**src/rtl/phase_sequencer.sv**
```systemverilog
// Multi-cycle instruction phase sequencer: walks FETCH/DECODE/EXEC/MDWAIT/MEM/WB
// and emits Moore datapath strobes, with a bounded multdiv wait and a halt state.
module phase_sequencer #(
  parameter int MD_TIMEOUT = 40
) (
  input  logic        clock,
  input  logic        reset,
  input  logic        run,
  input  logic        is_load,
  input  logic        is_store,
  input  logic        is_md,
  input  logic        writes_rd,
  input  logic        is_halt,
  input  logic        md_ready,
  output logic        ir_en,
  output logic        pc_en,
  output logic        rf_we,
  output logic        dmem_we,
  output logic        md_start,
  output logic        md_timeout,
  output logic        halted,
  output logic [2:0]  state,
  output logic [15:0] instr_count
);

  localparam logic [2:0] S_FETCH  = 3'd0;
  localparam logic [2:0] S_DECODE = 3'd1;
  localparam logic [2:0] S_EXEC   = 3'd2;
  localparam logic [2:0] S_MDWAIT = 3'd3;
  localparam logic [2:0] S_MEM    = 3'd4;
  localparam logic [2:0] S_WB     = 3'd5;
  localparam logic [2:0] S_HALT   = 3'd6;

  localparam int CNT_W = (MD_TIMEOUT > 1) ? $clog2(MD_TIMEOUT) : 1;
  localparam logic [CNT_W-1:0] CNT_LAST = CNT_W'(MD_TIMEOUT - 1);

  logic [2:0]       state_q, state_d;
  logic [CNT_W-1:0] wait_q, wait_d;
  logic             abort_q, abort_d;
  logic [15:0]      count_q, count_d;

  always_comb begin
    state_d = state_q;
    wait_d  = wait_q;
    abort_d = abort_q;
    count_d = count_q;
    case (state_q)
      S_FETCH:  if (run) state_d = S_DECODE;
      S_DECODE: begin
        if (is_halt) begin
          state_d = S_HALT;
        end else if (is_md) begin
          state_d = S_MDWAIT;
          wait_d  = '0;
        end else begin
          state_d = S_EXEC;
        end
      end
      S_EXEC:   state_d = (is_load | is_store) ? S_MEM : S_WB;
      // A result arriving on the final allowed cycle still counts as success.
      S_MDWAIT: begin
        if (md_ready) begin
          state_d = S_WB;
        end else if (wait_q == CNT_LAST) begin
          state_d = S_WB;
          abort_d = 1'b1;
        end else begin
          wait_d = wait_q + CNT_W'(1);
        end
      end
      S_MEM:    state_d = S_WB;
      S_WB: begin
        state_d = S_FETCH;
        abort_d = 1'b0;
        if (count_q != 16'hFFFF) count_d = count_q + 16'd1;
      end
      S_HALT:   state_d = S_HALT;
      default: begin
        state_d = S_FETCH;
        abort_d = 1'b0;
      end
    endcase
  end

  always_ff @(posedge clock) begin
    if (!reset) begin
      state_q <= S_FETCH;
      wait_q  <= '0;
      abort_q <= 1'b0;
      count_q <= 16'd0;
    end else begin
      state_q <= state_d;
      wait_q  <= wait_d;
      abort_q <= abort_d;
      count_q <= count_d;
    end
  end

  // Strobes are gated by reset so nothing fires before the first edge with reset low.
  always_comb begin
    ir_en      = 1'b0;
    pc_en      = 1'b0;
    rf_we      = 1'b0;
    dmem_we    = 1'b0;
    md_start   = 1'b0;
    md_timeout = 1'b0;
    halted     = 1'b0;
    if (reset) begin
      case (state_q)
        S_FETCH:  ir_en    = run;
        S_DECODE: md_start = is_md & ~is_halt;
        S_MEM:    dmem_we  = is_store;
        S_WB: begin
          pc_en      = 1'b1;
          rf_we      = writes_rd & ~abort_q;
          md_timeout = abort_q;
        end
        S_HALT:   halted   = 1'b1;
        default:  ;
      endcase
    end
  end

  assign state       = state_q;
  assign instr_count = count_q;

endmodule

```
**config.mk**
```make
export PLATFORM = sky130hd
export DESIGN_NAME = phase_sequencer
export DESIGN_NICKNAME = d
export VERILOG_FILES = /design/src/rtl/phase_sequencer.sv
export SDC_FILE = /design/constraint.sdc
export NUM_CORES = 1
export LEC_CHECK = 0
export CORE_ASPECT_RATIO = 2
export CORE_UTILIZATION = 40
export CTS_CLUSTER_DIAMETER = 80
export CTS_CLUSTER_SIZE = 40
export DETAILED_ROUTE_END_ITERATION = 8
export PLACE_DENSITY = 0.67
export SLEW_MARGIN = 15
export SYNTH_ARGS = -nofsm -noshare
export SYNTH_HDL_FRONTEND = slang
export SYNTH_SLANG_ARGS = --single-unit
```
**constraint.sdc**
```tcl
create_clock -name clock -period 3.07 [get_ports clock]
set_input_delay 0.614 -clock clock [delete_from_list [all_inputs] [get_ports clock]]
set_output_delay 0.614 -clock clock [all_outputs]
set_load 0.005 [all_outputs]
```
==> impl_metrics.tcl <==
set metrics [dict create \
    worst_pin_slew_ns 0.4656 \
    crit_chain "clkdlybuf4s50_1 > inv_1 > nor3_1 > and3b_1 > clkdlybuf4s50_1" \
    seq_area_frac_synth_pct 36.02 \
    drive_gt1_share_pct 4.717 \
    path_class "in -> out" \
    synth-simple-area-share_pct 34.20 \
    antenna_left 0 \
    grtUsageMet1_pct 19.87 \
    synthMuxAreaShare_pct 2.078 \
    power_density_mw_per_mm2 412.9 \
    hold_buffers 0 \
    ys.flop_type "dfxtp_1" \
    cpPeakStageDelay_ns 0.50 \
    cts_root_buf "clkbuf_8" \
    place_ws_ns 0.3084 \
    rsz0062_at_grt "false" \
    grt_pass1_vias 1471 \
    cap_violations 0 \
    syn_area_mm2 0.001445 \
    areaGrowthSynthToFinish_pct 31.69 \
    final_nets 224 \
    cts_tree "done" \
    clkLatencyLatePin_ns 0.28 \
    grt_pass1_wl_mm 6.203 \
    synth_top_family_by_area "simple AND/OR/NAND/NOR gates" \
    synth-xor-area-share_pct 0.6061 \
    critical_path_arrival_ns 2.15 \
    worstPathMaxFanout 8 \
    worst_path_most_repeated_cell "clkdlybuf4s50_1" \
    vdd_drop_max_v 0.0003124 \
    hold_ws_ns 0.5032 \
    ys_async_sr_fraction_pct 0 \
    cts_max_level 1 \
    clock_path_buffers 2 \
    syn_area_per_cell_um2 8.073 \
    busiest_layer "met2" \
    dieArea_mm2 0.003872 \
    vias_per_cell 5.842 \
    cp-end-kind "output port" \
    start_util_pct 42.31 \
    min_path_type "reg -> reg" \
    ys_ff_latch 26 \
    postLayoutCellArea_mm2 0.001903 \
    num_rows 30 \
    cp_slowest_cell "clkdlybuf4s50_1" \
    ys_warn_count 0 \
    synth.top_cell.area_share_pct 36.02 \
    status "finished, final reports clean" \
    layout_commonest_cell "clkdlybuf4s50_1" \
    fin_ws_ns 0.3097 \
    ys_top_cells_by_area "dfxtp_1, nand2_1, a21oi_1" \
    ios 35 \
    synth.lib_cells_used.distinct 44 \
    synthAdderAreaFrac_pct 1.732 \
    clock.fmax_mhz 362.3 \
    gp_congestion 0.8705 \
    numClockSinks 26 \
    fin_crit_ns 2.760 \
    finalCritPeriodShare_pct 89.91 \
    drc 0 \
    synth_edf_count 0 \
    p_leak_uw 0.0006441 \
    clk_transition_reported_paths_ns 0.09 \
    die_w_um 44.50 \
    cpLargestDelayFamily "buffers and inverters" \
    fin_setup_tns_ns 0 \
    cp.required_ns 2.46 \
    dpl.hpwl_mm 2.943 \
    antenna_found_initial 0 \
    cts.repair.resized 0 \
    grt_use_met3_pct 2.282 \
    cts_buffers 3 \
    crit_buf_inv 3 \
    diodes 0 \
    yosys.area.top_type "dfxtp_1" \
    drtIter0Drc 36 \
    setup_violations 0 \
    synth_nets 190 \
    vias 1519 \
    coreArea_mm2 0.003416 \
    final_hold_viol_count 0 \
    track_usage_pct 21.25 \
    synth_cells 179 \
    slew_headroom_pct 68.93 \
    layout_common_cells "clkdlybuf4s50_1, dfxtp_1, nand2_1" \
    synth_compound_gate_area_share_pct 20.26 \
    drt_first_pass_iters 4 \
    overflow 0 \
    grt_start_max_net_pins 16 \
    wire_per_inst_um 14.41 \
    start_kind "input pin" \
    fp.dieH_um 87 \
    io_buffers 34 \
    postCtsSetupBuffers 0 \
    grt_util_met2_pct 39.97 \
    routed_wl_mm 3.746 \
    utilization_pct 55.71 \
    slew_viol_final 0 \
    placed_cell_area_mm2 0.001832 \
    skew_ns 0.007579 \
]
==> area by class of cell <==
cell class,count,area [um^2]
clock inverters,1,30.03
well taps,48,60.06
clock buffers,3,41.29
fillers,319,1513
inverters,6,22.52
multi-input cells,137,850.8
flip-flops and latches,26,520.5
repair buffers,39,377.9
==> synthesized netlist by cell type (3+ instances only) <==
cell type  number
and3_1          6
or4_1           3
or3_1           9
and3b_1         3
clkbuf_1        6
dfxtp_1        26
nand2_1        17
nand4_1         6
nor3_1          6
inv_1           6
nor2_1         10
nand3_1        10
nor4_1          3
o21ai_0        10
o21a_1          4
a21oi_1        12
nand2b_1        3
o31ai_1         3
mux2i_1         3
==> cell families (layout without fill, tap and decap cells) <==
logic type,Yosys count,count (layout)
AOI/OAI and AO/OA,45,45
xor gates and xnor gates,1,1
adders and majority gates,2,2
buffers and inverters,16,49
DFF,26,26
muxes,3,3
and+or+nand+nor,86,86
==> where the power goes <==
group / total (uW) / switching, uW / internal (uW) / leakage (uW)
combinational: 121 / 55.2 / 65.4 / 0.000398
clock: 287 / 112 / 175 / 0.0000357
sequential: 379 / 29.9 / 349 / 0.000210
==> state kept, by name (all words and copies together) (netlist names) <==
register	flops
state	3
instr_count	16
abort_q	1
wait_q	6
==> metal layers <==
metal	share of wire, %	up-vias
li1	-	740
met1	36	706
met2	55	61
met3	4.5	12
met4	4.6	0
met5	0	-
==> metrics by stage <==
step | instances | total power (uW)
6_report | 260 | 785.7
4_1_cts | 260 | 793.6
3_5_place_dp | 256 | 506.4
3_3_place_gp | 256 | 505.4
5_1_grt | 260 | 822.0
2_1_floorplan | 179 | 444.1
==> worst register-to-register path: stages, from the launching register on <==
cell and delay (ns):
dfxtp_1 0.57, and3b_1 0.25, buf_4 0.17, o2111ai_1 0.27, or3_1 0.38, a21oi_1 0.14
==> path summary, 6_finish.rpt <==
check                      start               to  slack, ns  depth (start not counted)
setup / recovery           reset            rf_we       0.31                          5
hold / removal    instr_count[1]   instr_count[1]       0.50                          2
setup reg to reg        state[0]  instr_count[10]       1.23                          5
hold reg to reg   instr_count[1]   instr_count[1]       0.50                          2
(Power assumes the default switching activity.)
